**src/rtl/ls_mem_ctrl_pkg.sv**
```systemverilog
// Shared definitions for the load/store memory controller: operation codes,
// bus types, FSM state encodings and the queued request record.
package ls_mem_ctrl_pkg;

   localparam logic READ_SIGNAL  = 1'b0;
   localparam logic WRITE_SIGNAL = 1'b1;

   localparam logic [31:0] NULL_PTR = 32'h0000_0000;

   typedef logic [31:0] addr_t;
   typedef logic [31:0] word_t;
   typedef logic [7:0]  byte_t;

   localparam logic [1:0] ST_IDLE  = 2'd0;
   localparam logic [1:0] ST_READ  = 2'd1;
   localparam logic [1:0] ST_RWAIT = 2'd2;
   localparam logic [1:0] ST_WRITE = 2'd3;

   // 73-bit queued request
   typedef struct packed {
      logic  oper;
      addr_t addr;
      byte_t size;
      word_t data;
   } ls_req_t;

   // Byte count from the low size bits: 0 means one byte, anything above 4 is four.
   function automatic logic [2:0] size_to_n(input logic [2:0] sz);
      if (sz == 3'd0)
         return 3'd1;
      else if (sz > 3'd4)
         return 3'd4;
      else
         return sz;
   endfunction

endpackage

```
**src/rtl/ls_mem_ctrl_if.sv**
```systemverilog
// Bus bundle between the LS execute unit / external RAM (master side) and
// the memory controller (slave side).
interface ls_mem_ctrl_if;
   import ls_mem_ctrl_pkg::*;

   // Handshake: a request is transferred at a posedge where en_ls=1, the FIFO
   // has room and in_fifo is low; in_fifo is then high for exactly one cycle,
   // and en_ls held during that cycle is treated as the same request.
   logic  rdy;
   logic  en_ls;
   logic  ls_oper;
   addr_t ls_addr;
   byte_t ls_size;
   word_t ls_data;
   logic  in_fifo;
   logic  finish;
   word_t ls_data_out;
   byte_t mem_din;
   byte_t mem_dout;
   addr_t mem_a;
   logic  mem_wr;
   logic  io_buffer_full;

   modport slave (
      input  rdy, en_ls, ls_oper, ls_addr, ls_size, ls_data, mem_din, io_buffer_full,
      output in_fifo, finish, ls_data_out, mem_dout, mem_a, mem_wr
   );

   modport master (
      output rdy, en_ls, ls_oper, ls_addr, ls_size, ls_data, mem_din, io_buffer_full,
      input  in_fifo, finish, ls_data_out, mem_dout, mem_a, mem_wr
   );

endinterface

```
**src/rtl/ls_mem_ctrl_req_fifo.sv**
```systemverilog
// In-order circular request FIFO (module ls_req_fifo); head entry is always
// visible on dout_o while not empty.
module ls_req_fifo
   import ls_mem_ctrl_pkg::*;
#(
   parameter int DEPTH = 4
) (
   input  logic    clk,
   input  logic    rst,
   input  logic    push_i,
   input  logic    pop_i,
   input  ls_req_t din_i,
   output ls_req_t dout_o,
   output logic    full_o,
   output logic    empty_o
);

   localparam int PW = $clog2(DEPTH);
   localparam logic [PW:0] FULL_CNT = (PW+1)'(DEPTH);

   ls_req_t       mem_q [DEPTH];
   logic [PW-1:0] head_q, tail_q;
   logic [PW:0]   count_q;
   logic          do_push, do_pop;

   assign full_o  = (count_q == FULL_CNT);
   assign empty_o = (count_q == '0);
   assign do_push = push_i & ~full_o;
   assign do_pop  = pop_i & ~empty_o;
   assign dout_o  = mem_q[head_q];

   always_ff @(posedge clk) begin
      if (rst) begin
         head_q  <= '0;
         tail_q  <= '0;
         count_q <= '0;
      end else begin
         if (do_push) tail_q <= tail_q + 1'b1;
         if (do_pop)  head_q <= head_q + 1'b1;
         if (do_push && !do_pop)
            count_q <= count_q + 1'b1;
         else if (!do_push && do_pop)
            count_q <= count_q - 1'b1;
      end
   end

   always_ff @(posedge clk) begin
      if (do_push) mem_q[tail_q] <= din_i;
   end

endmodule

```
**src/rtl/ls_mem_ctrl.sv**
```systemverilog
// Load/store responder: queues requests and serialises them into byte accesses
// on the 8-bit RAM port. Optional macro IO_STALL_EN stalls writes to IO_ADDR.
module ls_mem_ctrl
   import ls_mem_ctrl_pkg::*;
#(
   parameter int    DEPTH   = 4,
   parameter addr_t IO_ADDR = 32'h0003_0000
) (
   input  logic            clk,
   input  logic            rst,
   ls_mem_ctrl_if.slave    bus,
   output logic [1:0]      dbg_state_o
);

   ls_req_t     head;
   logic        full, empty, push, pop, stall, last;
   logic [1:0]  state_q, state_d, idx_q, idx_d;
   logic [2:0]  n_q, n_d;
   addr_t       addr_q, addr_d, cur_addr;
   word_t       data_q, data_d, dout_q, dout_d;
   logic [23:0] acc_q, acc_d;
   logic        in_fifo_q, finish_q, finish_d;
   logic        unused_size;

   assign push = bus.en_ls & ~full & ~in_fifo_q;

   ls_req_fifo #(.DEPTH(DEPTH)) u_fifo (
      .clk     (clk),
      .rst     (rst),
      .push_i  (push & bus.rdy),
      .pop_i   (pop & bus.rdy),
      .din_i   ({bus.ls_oper, bus.ls_addr, bus.ls_size, bus.ls_data}),
      .dout_o  (head),
      .full_o  (full),
      .empty_o (empty)
   );

   assign unused_size = ^head.size[7:3];
   assign cur_addr    = addr_q + {30'd0, idx_q};
   assign last        = ({1'b0, idx_q} == (n_q - 3'd1));

`ifdef IO_STALL_EN
   assign stall = (state_q == ST_WRITE) && (cur_addr == IO_ADDR) && bus.io_buffer_full;
`else
   logic unused_io;
   assign unused_io = ^{bus.io_buffer_full, IO_ADDR};
   assign stall     = 1'b0;
`endif

   always_comb begin
      state_d  = state_q;
      idx_d    = idx_q;
      n_d      = n_q;
      addr_d   = addr_q;
      data_d   = data_q;
      acc_d    = acc_q;
      dout_d   = dout_q;
      finish_d = 1'b0;
      pop      = 1'b0;
      case (state_q)
         ST_IDLE: begin
            if (!empty) begin
               pop     = 1'b1;
               addr_d  = head.addr;
               data_d  = head.data;
               n_d     = size_to_n(head.size[2:0]);
               idx_d   = 2'd0;
               acc_d   = '0;
               state_d = (head.oper == WRITE_SIGNAL) ? ST_WRITE : ST_READ;
            end
         end
         ST_READ: begin
            // RAM data lags the address by one cycle, so byte i-1 arrives while index i is driven
            if (idx_q != 2'd0) acc_d = {acc_q[15:0], bus.mem_din};
            if (last) state_d = ST_RWAIT;
            else      idx_d   = idx_q + 2'd1;
         end
         ST_RWAIT: begin
            dout_d   = {acc_q, bus.mem_din};
            finish_d = 1'b1;
            state_d  = ST_IDLE;
         end
         default: begin
            if (!stall) begin
               if (last) state_d = ST_IDLE;
               else      idx_d   = idx_q + 2'd1;
            end
         end
      endcase
   end

   always_ff @(posedge clk) begin
      if (rst) begin
         state_q   <= ST_IDLE;
         idx_q     <= 2'd0;
         n_q       <= 3'd1;
         addr_q    <= NULL_PTR;
         data_q    <= '0;
         acc_q     <= '0;
         dout_q    <= '0;
         finish_q  <= 1'b0;
         in_fifo_q <= 1'b0;
      end else if (bus.rdy) begin
         state_q   <= state_d;
         idx_q     <= idx_d;
         n_q       <= n_d;
         addr_q    <= addr_d;
         data_q    <= data_d;
         acc_q     <= acc_d;
         dout_q    <= dout_d;
         finish_q  <= finish_d;
         in_fifo_q <= push;
      end
   end

   always_comb begin
      bus.mem_a    = NULL_PTR;
      bus.mem_dout = 8'h00;
      bus.mem_wr   = 1'b0;
      if (state_q == ST_READ) begin
         bus.mem_a = cur_addr;
      end else if (state_q == ST_WRITE) begin
         bus.mem_a    = cur_addr;
         bus.mem_dout = data_q[{idx_q, 3'b000} +: 8];
         bus.mem_wr   = ~stall;
      end
   end

   assign bus.in_fifo     = in_fifo_q;
   assign bus.finish      = finish_q;
   assign bus.ls_data_out = dout_q;
   assign dbg_state_o     = state_q;

endmodule

```
**src/flat_wrapper.sv**
```systemverilog
// flat-port wrapper written by rule: the top's interface ports become plain ports
module ls_mem_ctrl_flat import ls_mem_ctrl_pkg::*;
#(
   parameter int    DEPTH   = 4,
   parameter addr_t IO_ADDR = 32'h0003_0000
)
  (clk, rst, dbg_state_o, bus_rdy, bus_en_ls, bus_ls_oper, bus_ls_addr, bus_ls_size, bus_ls_data, bus_mem_din, bus_io_buffer_full, bus_in_fifo, bus_finish, bus_ls_data_out, bus_mem_dout, bus_mem_a, bus_mem_wr);
  ls_mem_ctrl_if bus_i ();
  input  logic clk;
  input  logic rst;
  output logic [1:0] dbg_state_o;
  input wire logic [$bits(bus_i.rdy)-1:0] bus_rdy;
  input wire logic [$bits(bus_i.en_ls)-1:0] bus_en_ls;
  input wire logic [$bits(bus_i.ls_oper)-1:0] bus_ls_oper;
  input wire logic [$bits(bus_i.ls_addr)-1:0] bus_ls_addr;
  input wire logic [$bits(bus_i.ls_size)-1:0] bus_ls_size;
  input wire logic [$bits(bus_i.ls_data)-1:0] bus_ls_data;
  input wire logic [$bits(bus_i.mem_din)-1:0] bus_mem_din;
  input wire logic [$bits(bus_i.io_buffer_full)-1:0] bus_io_buffer_full;
  output wire logic [$bits(bus_i.in_fifo)-1:0] bus_in_fifo;
  output wire logic [$bits(bus_i.finish)-1:0] bus_finish;
  output wire logic [$bits(bus_i.ls_data_out)-1:0] bus_ls_data_out;
  output wire logic [$bits(bus_i.mem_dout)-1:0] bus_mem_dout;
  output wire logic [$bits(bus_i.mem_a)-1:0] bus_mem_a;
  output wire logic [$bits(bus_i.mem_wr)-1:0] bus_mem_wr;
  assign bus_i.rdy = bus_rdy;
  assign bus_i.en_ls = bus_en_ls;
  assign bus_i.ls_oper = bus_ls_oper;
  assign bus_i.ls_addr = bus_ls_addr;
  assign bus_i.ls_size = bus_ls_size;
  assign bus_i.ls_data = bus_ls_data;
  assign bus_i.mem_din = bus_mem_din;
  assign bus_i.io_buffer_full = bus_io_buffer_full;
  assign bus_in_fifo = bus_i.in_fifo;
  assign bus_finish = bus_i.finish;
  assign bus_ls_data_out = bus_i.ls_data_out;
  assign bus_mem_dout = bus_i.mem_dout;
  assign bus_mem_a = bus_i.mem_a;
  assign bus_mem_wr = bus_i.mem_wr;
  ls_mem_ctrl #(.DEPTH(DEPTH), .IO_ADDR(IO_ADDR)) u_core (.clk(clk), .rst(rst), .bus(bus_i), .dbg_state_o(dbg_state_o));
endmodule
```
**config.mk**
```make
export PLATFORM = sky130hd
export DESIGN_NAME = ls_mem_ctrl_flat
export DESIGN_NICKNAME = d
export VERILOG_FILES = /design/src/rtl/ls_mem_ctrl_pkg.sv /design/src/rtl/ls_mem_ctrl_if.sv /design/src/rtl/ls_mem_ctrl_req_fifo.sv /design/src/rtl/ls_mem_ctrl.sv /design/src/flat_wrapper.sv
export SDC_FILE = /design/constraint.sdc
export NUM_CORES = 1
export LEC_CHECK = 0
export CELL_PAD_IN_SITES_DETAIL_PLACEMENT = 1
export CELL_PAD_IN_SITES_GLOBAL_PLACEMENT = 1
export CORE_UTILIZATION = 45
export DETAILED_ROUTE_END_ITERATION = 16
export GPL_ROUTABILITY_DRIVEN = 0
export HOLD_SLACK_MARGIN = 0.06
export PLACE_DENSITY_LB_ADDON = 0.05
export SYNTH_ARGS = -nofsm -noshare
export SYNTH_HDL_FRONTEND = slang
export SYNTH_SLANG_ARGS = --single-unit
```
**constraint.sdc**
```tcl
create_clock -name clk -period 4.8 [get_ports clk]
set_input_delay 1.2 -clock clk [delete_from_list [all_inputs] [get_ports clk]]
set_output_delay 1.2 -clock clk [all_outputs]
set_load 0.01 [all_outputs]
```
==> results.py <==
metrics = {
    "placed_design": {
        "hpwl_um": 23200,
        "pre_cts_slack_ps": 895,
        "postPlaceCellArea_um2": 18100,
        "port_buffers": 156,
    },
    "floorplanning": {
        "core_area_um2": 34800,
        "row_count": 68,
        "ios": 163,
        "die_y_um": 191,
        "initial_core_util_pct": 46.1,
        "die_x_um": 191,
        "die-area_um2": 36400,
    },
    "yosys": {
        "synthMuxAreaShare_pct": 10.9,
        "synth_largest_area_cell": "edfxtp_1",
        "synthXorXnorAreaFrac_pct": 0.983,
        "synth_compound_area_share_pct": 6.15,
        "ys_ff_latch": 410,
        "syn_area_per_cell_um2": 14.0,
        "netlist.area_leader.share_pct": 50.9,
        "syn-instance-count": 1143,
        "synth_top_family_by_area": "multiplexers",
        "yosys.cell_count.top_type": "edfxtp_1",
        "async_flop_share_pct": 0,
        "synthSimpleGateAreaFrac_pct": 10.3,
        "synth_common_cells": "edfxtp_1 (272), nand2_1 (235), a21oi_1 (138), dfxtp_1 (138), mux4_2 (76)",
        "synth_area_leaders": "edfxtp_1 (51%), dfxtp_1 (17%), mux4_2 (11%)",
        "synthAdderAreaFrac_pct": 0.952,
        "synth-seq-area-share_pct": 68.2,
        "syn_nets": 1240,
        "synth_edf_count": 272,
        "ys_types": 49,
        "synth_area_um2": 16000,
        "ys.flop_type": "edfxtp_1",
        "yosysWarnings": 0,
    },
    "sta": {
        "hold_violations": 0,
        "slew_violations": 0,
        "finalSetupViolCount": 0,
        "relSlewSlack_pct": 31.9,
        "setup_ws_ps": 416,
        "tightest_slew_ps": 1020,
        "rsz0062_at_grt": "no",
        "fin_tns_setup_ps": 0,
        "timing.fmax_ghz": 0.228,
        "fin_crit_ps": 4380,
        "fin_crit_sh_pct": 91.3,
        "skew_ps": 12.3,
    },
    "setup_path": {
        "critPathMaxFanout": 9,
        "max_stage_delay_ps": 630,
        "crit_required_ps": 3600,
        "worstSetupPathType": "flop to output port",
        "crit_slowest_cell": "o41ai_1",
        "critPathArrivalTime_ps": 3180,
        "worstPathCellList": "ha_1 -> a21o_1 -> nand4_1 -> o41ai_1 -> clkdlybuf4s50_1",
        "endpoint_kind": "output port",
        "worstSetupStartpointType": "flop",
        "critPathTopFamily": "compound AO/OA/AOI/OAI gates",
        "worst-path-buf-inv": 1,
    },
    "clock_network": {
        "cts_tree": "yes",
        "cts.sinks": 410,
        "cts.path.max_buffers": 3,
        "root_buffer": "clkbuf_16",
        "postCtsHoldBufs": 0,
        "clk_latency_ps": 550,
        "cts_buffers": 44,
        "cts-htree-levels": 2,
        "clk_pin_slew_worst_paths_ps": 60,
        "cts_setup_buffers": 0,
        "cts_resized": 0,
    },
    "final_layout": {
        "area_delta_synth_final_pct": 21.5,
        "drive_above_1_share_pct": 13.5,
        "finalNetCount": 1391,
        "finish.instance_area_um2": 19500,
    },
    "routing": {
        "dr.pass1.iters": 4,
        "wl_um": 37500,
        "drc": 0,
        "viasPerCell": 5.48,
        "drt_iter0_drc": 473,
        "wl_per_cell_um": 21.1,
        "antenna_left": 0,
        "dr_total_vias": 9766,
    },
    "power": {
        "p_leak_nw": 6.13,
        "power.density_nw_per_um2": 484,
        "irDropWorstVdd_v": 0.000316,
        "total_power_mw": 9.43,
    },
    "grt": {
        "gr-total-overflow": 0,
        "antenna_found_initial": 3,
        "grt_pass1_wl_um": 58300,
        "grt_max_degree": 88,
        "grt_usage_pct": 21.0,
        "grt_pass1_vias": 10275,
    },
    "min_path": {
        "hp-class": "flop to flop",
    },
    "job": {
        "cap_violations": 0,
    },
    "outcome": {
        "status": "completed",
    },
}
final cells by class:
cell class | instances | area (µm²)
flip-flops and latches | 410 | 10900
diodes | 1 | 2.50
clock buffers | 60 | 1220
inverters | 16 | 60.1
repair buffers | 181 | 1810
well taps | 455 | 569
fillers | 3395 | 15300
multi-input cells | 641 | 4710
clock inverters | 18 | 166
cell families after synthesis:
family	Yosys count
AO/OA/AOI/OAI	176
XOR/XNOR	18
adder cells (fa/ha/maj)	11
buffers and inverters	92
flip-flops	410
multiplexers	80
AND/OR/NAND/NOR	356
worst min-delay path: stages (launching register included):
cell     delay (ps)
dfxtp_1         310
nand2_1          50
a21oi_1          50
metrics by stage:
stage / hold WS [ps] / util (%) / cells
2_1_floorplan: 432 / - / 1143
3_3_place_gp: 440 / 52.0 / 1703
3_5_place_dp: 446 / 52.0 / 1703
4_1_cts: 453 / 56.0 / 1781
5_1_grt: 470 / 56.0 / 1782
6_report: 454 / 56.0 / 1782
metal layers:
metal | track usage (%) | wire length [µm] | vias up
li1 | - | - | 4574
met1 | 28.0 | 17000 | 4964
met2 | 35.8 | 18500 | 166
met3 | 3.29 | 1290 | 58
met4 | 5.45 | 747 | 4
met5 | 0 | 27 | -
layout by cell type (no fill, tap or decap), drive strengths merged, types with 2 or more instances in the layout:
master	synthesis	layout
a21oi	138	138
and2	16	16
and3	5	5
and4	5	5
buf	28	26
bufinv	0	3
clkbuf	48	60
clkdlybuf4s50	0	155
clkinv	0	12
dfxtp	138	138
edfxtp	272	272
fa	2	2
ha	9	9
inv	16	18
mux2i	4	4
mux4	76	76
nand2	236	236
nand2b	9	9
nand3	13	13
nand4	32	32
nor2	20	20
nor2b	2	2
nor3	2	2
o21ai	7	7
o311ai	8	8
o31ai	8	8
o41ai	8	8
or3	5	5
or4	8	8
xnor2	4	4
xor2	14	14
final timing paths:
kind | start | end | slack, ps | cells past startpoint
max | u_core.addr_q[1] | bus_mem_a[31] | 420 | 5
min | u_core.data_q[18] | u_core.data_q[18] | 450 | 2
max reg2reg | u_core.idx_q[0] | u_core.acc_q[12] | 1670 | 7
min reg2reg | u_core.data_q[18] | u_core.data_q[18] | 450 | 2
flip-flops by register name, summed over array words and instances (netlist names), 3 cells and up, named ones only:
| signal | flops |
|---|---|
| u_core.u_fifo.mem_q | 272 |
| u_core.addr_q | 32 |
| u_core.bus.ls_data_out | 32 |
| u_core.data_q | 32 |
| u_core.acc_q | 24 |
| u_core.n_q | 3 |
| u_core.u_fifo.count_q | 3 |
report_power, final:
group | total (mW) | leakage [nW] | switching [mW] | internal, mW
clock | 3.28 | 0.678 | 1.34 | 1.94
combinational | 1.73 | 1.87 | 0.937 | 0.793
sequential | 4.42 | 3.59 | 0.356 | 4.07
total | 9.43 | 6.13 | 2.63 | 6.80
Note: power is estimated with default switching activity, not from simulation.
==> patch, RTL diff (config.mk and constraints unchanged) <==
The option `IO_STALL_EN` is turned on by a define.
--- a/src/rtl/ls_mem_ctrl.sv
+++ b/src/rtl/ls_mem_ctrl.sv
@@ -2,2 +2,4 @@
 // on the 8-bit RAM port. Optional macro IO_STALL_EN stalls writes to IO_ADDR.
+`define IO_STALL_EN
+
 module ls_mem_ctrl
Check against the original RTL: not equivalent (a bounded check fails within 4 cycles, from zero or initial values and one cycle with rst high).
==> patch against the unedited design <==
Setup slack got worse by 260 ps; power rose by 7.9%; register-to-register slack got worse by 190 ps; wire length rose by 3.6%; critical path depth rose by 8; worst hold slack got worse by 2.0 ps; final area rose by 3.6%; sequential cell count did not move; area after synthesis rose by 3.6%; die area rose by 3.5%; sequential share of layout area fell by 2.0 points; clock skew fell by 3.1 ps; largest cell class unchanged; largest power group unchanged.
==> patch: results (changes against the unedited design) <==
[status]
status=completed  ; unchanged

[yosys]
synth_fa_ha_area_share_pct=1.22  ; was 0.952%
synth_compound_area_share_pct=5.43  ; was 6.15%
synth_edf_count=272  ; unchanged
netlist_instances=1244  ; was 1143
async_flop_share_pct=0  ; unchanged
synth.area.mux_share_pct=10.8  ; was 10.9%
yosysWarningCount=0  ; unchanged
ys_top_cells_by_area=edfxtp_1 (49%), dfxtp_1 (17%), mux4_2 (10%)  ; was edfxtp_1 (51%), dfxtp_1 (17%), mux4_2 (11%)
ys_seq_area_share_pct=65.8  ; was 68.2%
synth_cell_types=67  ; was 49
yosys-top-cells-count=edfxtp_1 (272), nand2_1 (239), dfxtp_1 (138)  ; was edfxtp_1 (272), nand2_1 (235), a21oi_1 (138), dfxtp_1 (138), mux4_2 (76)
synth_nets=1345  ; was 1240
synth_xor_area_share_pct=2.37  ; was 0.983%

[global_route]
grt_pass1_wl_um=61700  ; was 58300 um
grt.total_usage_pct=21.2  ; was 21.0%
grt_antenna_before_repair=3  ; unchanged
grt_pass1_vias=10900  ; was 10300
grt_max_degree=86  ; was 88

[clock_tree]
clkLatencyLatePin_ps=570  ; was 550 ps
cts.clk_slew.worst_paths_ps=60  ; about the same
cts_buffers=43  ; was 44
cts_root_buf=clkbuf_16  ; unchanged
max-clock-path-buffers=3  ; unchanged
ctsHtreeMaxLevel=2  ; unchanged

[detailed_routing]
first_pass_iters=4  ; unchanged
drt_iter0_markers=528  ; was 473
wl_per_cell_um=20.6  ; was 21.1 um
wl_um=38900  ; was 37500 um
via_per_inst=5.41  ; was 5.48

[setup_path]
cp.arrival_ps=3440  ; was 3180 ps
r2r_cells=13  ; was 7
cp_max_fo=5  ; was 9

[finish]
antenna_cells=0  ; was 1
final_layout_size_suffix_gt1_share_pct=15.0  ; was 13.5%
top_register=u_core.u_fifo.mem_q  ; unchanged
largest_register_ff_count=272  ; unchanged
nFillCells=3521  ; was 3395
nets=1496  ; was 1391

[sta]
finalClockSkew_ps=9.15  ; was 12.3 ps
worst_pin_slew_ps=1170  ; was 1020 ps

[min_path]
holdPathStages=2  ; unchanged
hold_path.class=flip-flop to flip-flop  ; unchanged

[placement]
port-buffer-count=157  ; was 156
hpwl_um=24800  ; was 23200 um
dp.cells=1805  ; was 1703

[power_and_ir_drop]
p_leak_uw=0.00644  ; was 0.00613 uW
sw_frac_of_total_pct=30.1  ; was 27.9%
vdd_drop_max_mv=0.317  ; was 0.316 mV

==> patch: metal layers <==
layer,vias up,track usage (%),wire length [um]
met5,-,0,37
met4,6,6.67,778
met3,54,3.39,1340
met2,169,35.9,19100
met1,5182,28.1,17700
li1,4823,-,-
==> patch: through the flow <==
stage | area, um^2 | setup slack, ps
floorplan | 16600 | 820
global placement | 18700 | -276
detailed placement | 18700 | -220
CTS | 20200 | 46.4
global route | 20200 | 33.3
finish | 20200 | 156
==> patch: final timing paths <==
path / slack (ps) / start / endpoint
max reg2reg: 1480 / u_core.addr_q[0] / u_core.idx_q[0]
min: 450 / u_core.bus.ls_data_out[22] / u_core.bus.ls_data_out[22]
max: 160 / u_core.addr_q[0] / bus_mem_wr
min reg2reg: 450 / u_core.bus.ls_data_out[22] / u_core.bus.ls_data_out[22]
==> patch: cells by family (layout without fill, tap and decap cells) <==
logic type | count (synthesis) | in the layout
and+or+nand+nor | 423 | 423
DFF | 410 | 410
AOI/OAI and AO/OA | 163 | 163
buffers and inverters | 105 | 290
muxes | 83 | 83
xor gates and xnor gates | 45 | 45
adders and majority gates | 15 | 15
==> patch: layout make-up <==
class	instances	area (um^2)	area share, %
clock buffer	64	1260	6.27
clock inverter	15	165	0.818
inverter	17	63.8	0.316
multi-input combinational	729	5300	26.3
sequential	410	10900	54.2
tap	461	577	2.86
timing repair buffer	194	1880	9.31
==> patch: repair_timing <==
item,4_1_cts,5_1_grt
setup buffers,6,0
resized for setup,9,3
setup endpoints to repair,1,1
pin swaps,5,2
==> patch: power by group through the flow <==
| stage | logic [uW] | registers, uW | clock network [uW] |
|---|---|---|---|
| after floorplan | 1860 | 4290 | 0 |
| after global placement | 2350 | 4540 | 0 |
| after detailed placement | 2390 | 4560 | 0 |
| after CTS | 2420 | 4490 | 3430 |
| after global routing | 2600 | 4540 | 3560 |
| final | 2360 | 4470 | 3340 |
==> patch: worst max-delay path, cell delays in order, from the launching register on <==
cell       delay [ps]
dfxtp_1           320
ha_2              210
fa_2              400
nand4_1           140
buf_4             140
nor4_4             40
buf_4             160
a311oi_1          270
o2111ai_1         180
a2111o_1          460
nor4_4            180
buf_4             150
nor2_1             60
clkbuf_2          170
